===== config.mk =====
export PLATFORM = sky130hd
export DESIGN_NAME = core_reg_sequencer
export DESIGN_NICKNAME = d
export VERILOG_FILES = /design/src/rtl/core_reg_sequencer.sv
export SDC_FILE = /design/constraint.sdc
export NUM_CORES = 1
export LEC_CHECK = 0
export ABC_CLOCK_PERIOD_IN_PS = 3220
export CORE_MARGIN = 5
export CORE_UTILIZATION = 48
export DETAILED_ROUTE_END_ITERATION = 8
export PLACE_DENSITY = 0.89
export SYNTH_ARGS = -nofsm -noshare
export SYNTH_HDL_FRONTEND = slang
export SYNTH_SLANG_ARGS = --single-unit

===== constraint.sdc =====
create_clock -name clk -period 3.22 [get_ports clk]
set_input_delay 0.644 -clock clk [delete_from_list [all_inputs] [get_ports clk]]
set_output_delay 0.644 -clock clk [all_outputs]
set_load 0.03 [all_outputs]

===== src/rtl/core_reg_sequencer.sv =====
// rtl/core_reg_sequencer.sv - register-file / ALU operation sequencer
//
// Purpose: accepts one operation at a time, reads two register-file operands
// over two cycles, launches the ALU, waits (bounded) for completion and writes
// the result back, optionally advancing the PC.
//
// Ports:
//   clk, rst            clock, synchronous active-high reset
//   op_valid/op_ready   operation handshake (ready only in IDLE)
//   op_src_a/op_src_b   source register addresses
//   op_dst              destination register address
//   op_we/op_pc_inc     write-back and PC-advance requests
//   rf_addr_read        register-file read address
//   rf_data_read        register-file read data (combinational)
//   rf_addr_write, rf_data_write, rf_write_enable, rf_pc_inc
//                       register-file write-back and PC controls
//   alu_start/alu_a/alu_b  ALU launch pulse and operands
//   alu_done/alu_result    ALU completion and result
//   busy                sequencer is not idle
//   timeout             one-cycle pulse when the ALU wait is abandoned
module core_reg_sequencer #(
    parameter int WAIT_MAX = 15
) (
    input  logic        clk,
    input  logic        rst,
    input  logic        op_valid,
    output logic        op_ready,
    input  logic [3:0]  op_src_a,
    input  logic [3:0]  op_src_b,
    input  logic [3:0]  op_dst,
    input  logic        op_we,
    input  logic        op_pc_inc,
    output logic [3:0]  rf_addr_read,
    input  logic [15:0] rf_data_read,
    output logic [3:0]  rf_addr_write,
    output logic [15:0] rf_data_write,
    output logic        rf_write_enable,
    output logic        rf_pc_inc,
    output logic        alu_start,
    output logic [15:0] alu_a,
    output logic [15:0] alu_b,
    input  logic        alu_done,
    input  logic [15:0] alu_result,
    output logic        busy,
    output logic        timeout
);

    localparam int CW = (WAIT_MAX < 2) ? 1 : $clog2(WAIT_MAX + 1);

    typedef enum logic [2:0] {
        IDLE   = 3'd0,
        READ_A = 3'd1,
        READ_B = 3'd2,
        EXEC   = 3'd3,
        WRITE  = 3'd4
    } state_t;

    state_t         state;
    state_t         state_next;

    logic [3:0]     lat_src_a;
    logic [3:0]     lat_src_b;
    logic [3:0]     lat_dst;
    logic           lat_we;
    logic           lat_pc_inc;
    logic [15:0]    opnd_a;
    logic [15:0]    opnd_b;
    logic [15:0]    result;
    logic [CW-1:0]  wait_cnt;

    // Last allowed EXEC cycle: without alu_done here the op is abandoned.
    logic wait_last;
    assign wait_last = (wait_cnt == CW'(WAIT_MAX - 1));

    // Slots 12..15 are constants/bus windows and are never writable.
    logic write_ok;
    assign write_ok = lat_we && (lat_dst <= 4'd11);

    always_ff @(posedge clk) begin
        if (rst) begin
            state <= IDLE;
        end else begin
            state <= state_next;
        end
    end

    always_comb begin
        state_next = state;
        case (state)
            IDLE:    if (op_valid) state_next = READ_A;
            READ_A:  state_next = READ_B;
            READ_B:  state_next = EXEC;
            EXEC: begin
                if (alu_done) begin
                    state_next = WRITE;
                end else if (wait_last) begin
                    state_next = IDLE;
                end
            end
            WRITE:   state_next = IDLE;
            default: state_next = IDLE;
        endcase
    end

    always_ff @(posedge clk) begin
        if (rst) begin
            lat_src_a  <= '0;
            lat_src_b  <= '0;
            lat_dst    <= '0;
            lat_we     <= 1'b0;
            lat_pc_inc <= 1'b0;
            opnd_a     <= '0;
            opnd_b     <= '0;
            result     <= '0;
            wait_cnt   <= '0;
        end else begin
            if (state == IDLE && op_valid) begin
                lat_src_a  <= op_src_a;
                lat_src_b  <= op_src_b;
                lat_dst    <= op_dst;
                lat_we     <= op_we;
                lat_pc_inc <= op_pc_inc;
            end
            if (state == READ_A) opnd_a <= rf_data_read;
            if (state == READ_B) opnd_b <= rf_data_read;
            if (state == EXEC && alu_done) result <= alu_result;
            // Counts EXEC cycles already spent; zero on EXEC entry so the
            // first EXEC cycle is recognisable for alu_start.
            if (state == EXEC) begin
                wait_cnt <= wait_cnt + CW'(1);
            end else begin
                wait_cnt <= '0;
            end
        end
    end

    // Every output is forced low while rst is high, including the cycle in
    // which rst is first sampled and the state register is not yet IDLE.
    always_comb begin
        op_ready        = 1'b0;
        busy            = 1'b0;
        rf_addr_read    = '0;
        rf_addr_write   = '0;
        rf_data_write   = '0;
        rf_write_enable = 1'b0;
        rf_pc_inc       = 1'b0;
        alu_start       = 1'b0;
        alu_a           = '0;
        alu_b           = '0;
        timeout         = 1'b0;
        if (!rst) begin
            busy  = (state != IDLE);
            alu_a = opnd_a;
            alu_b = opnd_b;
            case (state)
                IDLE:   op_ready = 1'b1;
                READ_A: rf_addr_read = lat_src_a;
                READ_B: rf_addr_read = lat_src_b;
                EXEC: begin
                    alu_start = (wait_cnt == '0);
                    timeout   = !alu_done && wait_last;
                end
                WRITE: begin
                    rf_addr_write   = lat_dst;
                    rf_data_write   = result;
                    rf_write_enable = write_ok;
                    // A write to the PC slot replaces the increment.
                    rf_pc_inc       = lat_pc_inc && !(write_ok && lat_dst == 4'd11);
                end
                default: ;
            endcase
        end
    end

endmodule


**Word-level counts from Yosys, hierarchy flattened**

Index checks and enable logic that the tools add are counted.

- Add/subtract/negate cells: 1
- Magnitude comparators: 1
- Eq/ne operators: 8
- Mux-type cells: 23
- Bitwise logic cells: 1
- Reduce and logical (&&, ||, !) cells: 13

Operators by type and width:

| cell | number |
|---|---|
| $mux 16 | 4 |
| $mux 4 | 3 |
| $pmux 3 s4 | 1 |
| $mux 1 | 11 |
| $mux 3 | 3 |
| $eq 4x4->1 const B | 2 |
| $pmux 4 s2 | 1 |
| $eq 3x2->1 const B | 2 |
| $logic_and 1x1->1 | 6 |
| $add 4x1->4 const B | 1 |
| $le 4x4->1 const B | 1 |
| $logic_not 4->1 | 1 |
| $eq 3x1->1 const B | 1 |
| $eq 3x3->1 const B | 1 |
| $logic_not 3->1 | 1 |
| $ne 3x3->1 const B | 1 |
| $reduce_bool 3->1 | 1 |
| $logic_not 1->1 | 2 |
| $ne 2x2->1 const B | 1 |
| $reduce_and 2->1 | 1 |
| $reduce_or 2->1 | 1 |
| $not 1->1 | 1 |

- Register bits: 69
- Output and inout bits: 62
- Word-level logic and storage cells: 57

**Logic depth before layout (Yosys ltp)**

- Depth in word-level cells: 7
- Mapped depth: 5
- Gate-level depth less buffers: 5

**Worst setup path before layout**

Ideal clock, no wire load.

- Path type: input port to output port
- Start point: input port rst
- End point: output port op_ready
- Arrival: 1,934 ps
- Data required time: 2,576 ps
- Path slack: 642 ps
- Cell stages on the path: 3
- Buffers on the path: 2
- Path through: clkbuf_1 -> clkbuf_1 -> nor4_1

- Word-level cells in the longest chain between the ends: 1

Ends and longest elaborated chain:

| item | line | RTL |
|---|---|---|
| start, declared | 25 | `input logic rst,` |
| $mux 1 | 151 | `if (!rst) begin` |
| end, declared | 27 | `output logic op_ready,` |

Every way passes these cells.

**Final worst setup path**

- Start point: register state[1]
- End point: output port alu_start

- Word-level cells in the longest chain between the ends: 3

Ends and longest elaborated chain:

| item | line | RTL |
|---|---|---|
| start, declared | 58 | `state_t state;` |
| start signal, assigned | 83 | `state <= state_next;` |
| $eq 3x2->1 | 155 | `case (state)` |
| $mux 1 | 155 |  |
| $mux 1 | 151 |  |
| end, declared | 39 | `output logic alu_start,` |

Every way passes these cells.

==> summary.md <==
Power and ir drop
• 0.245 mV — Peak VDD IR
• 431 mW/mm² — PwrDens
• 0.00159 µW — reported leakage power

Synth
• sky130_fd_sc_hd__nand2_1, sky130_fd_sc_hd__dfxtp_1, sky130_fd_sc_hd__a21oi_1, sky130_fd_sc_hd__nor2b_1, sky130_fd_sc_hd__and2_1 — commonest cells in the synthesized netlist
• 0 — number of flops mapped to enable cells by yosys
• sky130_fd_sc_hd__dfxtp_1 — largest area contributor in the netlist
• 45.4% — part of the Yosys area used for sequential elements
• 45.4% — share of the synthesized area in the top cell type
• 0 — YS warnings
• 440 — net count after synthesis
• 0% — Async S/R FF share, synth
• 0.00305 mm² — Post-Synthesis Cell Area
• sky130_fd_sc_hd__nand2_1 — most frequently used cell type in the post-synthesis netlist
• sky130_fd_sc_hd__dfxtp_1 — most used flip-flop cell after synthesis
• 69 — Synth Register Bits
• 34 — count of distinct cell types in the synthesized netlist
• sky130_fd_sc_hd__dfxtp_1, sky130_fd_sc_hd__nand2_1, sky130_fd_sc_hd__a21oi_1 — most area-consuming cells after synthesis
• 7.87 µm² — Avg Cell Area, Syn
• 387 — instance count of the mapped netlist

Worst setup path
• nand4bb_1 -> nor4b_2 -> clkdlybuf4s50_1 — critical-path cell list
• 0.71 ns — slowest cell delay on critical path
• 2.27 ns — arrival time at the worst endpoint
• register to output pin — classification of the worst setup path
• output pin — Critical Path Sink Type
• register — startpoint type of the worst setup path
• 2.58 ns — WP data required
• sky130_fd_sc_hd__clkdlybuf4s50_1 — standard cell with the maximum stage delay on the critical path
• 9 — highest fanout seen on the critical path

Drt
• 130 — detailed router's first-iteration violation count
• 0 — final antenna-violating net count
• 5 — First-pass DRT Iterations
• 0 — number of remaining DRC errors
• 2811 — total via count after detailed routing
• 7.61 mm — post-detailed-routing wire length
• 4.97 — Avg Vias per Cell
• 13.5 µm — routed len/inst

GRT
• 23.3% — fraction of met1 tracks used by global routing
• 18.8% — overall routing resource usage
• 0 — initial antenna violation count
• 0 — total congestion overflow
• met2 — GRT busiest layer
• 65 — maximum number of pins on one net before global-route repair
• 3.74% — global routing usage on met3
• 11.8 mm — wire length of the first global-routing pass
• 32.1% — met2 global-route usage
• 2524 — via count of the first global-routing pass

Final layout
• 38.7% — area overhead of the layout relative to synthesis
• 517 — number of filler cells placed in the layout
• 11.0% — fraction of final layout cells sized beyond drive strength 1
• 0.00138 mm² — area occupied by registers
• 538 — Total Nets Final
• 0.00148 mm² — multi-input combinational cell area
• 0 — number of antenna cells inserted

Placed design
• 0.305 ns — worst slack at placement
• 0.818 — routability congestion estimate from global placement
• 111 — count of input and output buffers
• 5.55 mm — HPWL after DPL

Floorplan
• 0.00804 mm² — full die area
• 0.00628 mm² — Core ar.
• 48.5% — starting utilization of the core area
• 29 — number of core rows
• 89.7 µm — horizontal die dimension
• 112 — number of ports placed on the die boundary
• 89.7 µm — height of the die

Clocking
• 0 — number of gates resized after CTS
• sky130_fd_sc_hd__clkbuf_8 — buffer cell driving the clock tree root
• 9 — Num CTS Buffers
• 69 — total number of clock tree sinks
• 0 — Hold-fix buffers, CTS
• 0 — Post-CTS Setup Bufs
• 3 — Max H-tree Level
• yes — clock tree from TritonCTS
• 2 — largest buffer count on any clock path
• 0.32 ns — Clk Latency, worst-skew pair
• 0.06 ns — CTS clock-pin slew for the worst setup and hold paths

Status
• complete, no violations — run status

Worst hold path
• register to register — class of the worst hold path

STA
• 0 ns — final sum of negative setup slack
• 0 — number of hold violations in the final report
• 0 — number of pins exceeding their max-slew limit in the final report
• 47.4% — worst slew margin relative to its limit
• 0.786 ns — transition time of the tightest slew-check pin
• 0 — Final Setup Violations
• 90.4% — final period utilization
• 0.308 ns — final worst-path setup slack
• 0.343 GHz — Max Clk Rate
• false — unrepaired setup endpoints after global routing
• 0.00620 ns — Fin Clk Skew
• 2.91 ns — post-route minimum period

Job
• 0 — maxcap violations

metal layers:
layer | up-vias | share of wire [%] | wire, µm
li1 | 1436 | - | -
met1 | 1297 | 42 | 3220
met2 | 72 | 52 | 3930
met3 | 6 | 5.1 | 387
met4 | 0 | 1.1 | 80
met5 | - | 0 | 0
registers in the layout, indices dropped and copies added (netlist names):
| signal | flops |
|---|---|
| opnd_a | 16 |
| opnd_b | 16 |
| result | 16 |
| lat_dst | 4 |
| lat_src_a | 4 |
| lat_src_b | 4 |
| wait_cnt | 4 |
| state | 3 |
| lat_pc_inc | 1 |
| lat_we | 1 |
where the power goes:
group	switching (µW)	total (µW)	internal, µW
Sequential	31.1	930	899
Clock	284	579	295
Combinational	167	311	144
kinds of logic (layout without fill, tap and decap cells):
kind of cell / Yosys count / in the layout / synth area share [%]
DFF: 69 / 69 / 45.4
and+or+nand+nor: 211 / 211 / 34.7
buffers and inverters: 33 / 135 / 6.16
adders and majority gates: 3 / 3 / 1.23
AOI/OAI and AO/OA: 69 / 69 / 12.0
xor gates and xnor gates: 2 / 2 / 0.575
placed cells by master (no fill, tap or decap), types with 3 or more instances in the layout:
cell type                         instances
sky130_fd_sc_hd__a21oi_1                 62
sky130_fd_sc_hd__a22oi_1                  4
sky130_fd_sc_hd__and2_1                  20
sky130_fd_sc_hd__buf_4                   32
sky130_fd_sc_hd__clkbuf_1                 3
sky130_fd_sc_hd__clkbuf_8                10
sky130_fd_sc_hd__clkdlybuf4s50_1         84
sky130_fd_sc_hd__dfxtp_1                 69
sky130_fd_sc_hd__ha_1                     3
sky130_fd_sc_hd__inv_1                    3
sky130_fd_sc_hd__nand2_1                123
sky130_fd_sc_hd__nand2_2                  3
sky130_fd_sc_hd__nor2_1                  13
sky130_fd_sc_hd__nor2b_1                 32
sky130_fd_sc_hd__nor3_1                   3
through the flow:
step / power, µW / area [µm²] / hold WS (ns) / utilization (%) / instances
floorplan: 1140 / 3050 / 0.430 / - / 387
global placement: 1250 / 4070 / 0.438 / 64.8 / 551
detailed placement: 1260 / 4070 / 0.442 / 64.8 / 551
CTS: 1840 / 4230 / 0.451 / 67.3 / 566
global route: 1910 / 4230 / 0.468 / 67.3 / 566
finish: 1820 / 4230 / 0.450 / 67.3 / 566
layout make-up:
class / count / area share (%)
multi-input cells: 285 / 34.9
flip-flops and latches: 69 / 32.7
repair buffers: 117 / 26.1
clock buffers: 13 / 3.52
well taps: 77 / 2.28
inverters: 3 / 0.267
clock inverters: 2 / 0.237
critical path: cells and delay by family, from the launching register on:
kind                   cells  cell delay, ns
and+or+nand+nor            2            0.66
buffers and inverters      1            0.71
DFF                        1            0.58
path summary, 6_finish.rpt:
kind	from	to	slack, ns	cells after the start
max	state[1]	alu_start	0.31	3
min	opnd_b[10]	opnd_b[10]	0.45	2
max reg2reg	state[1]	opnd_b[4]	1.39	4
min reg2reg	opnd_b[10]	opnd_b[10]	0.45	2
(Power assumes the default switching activity.)
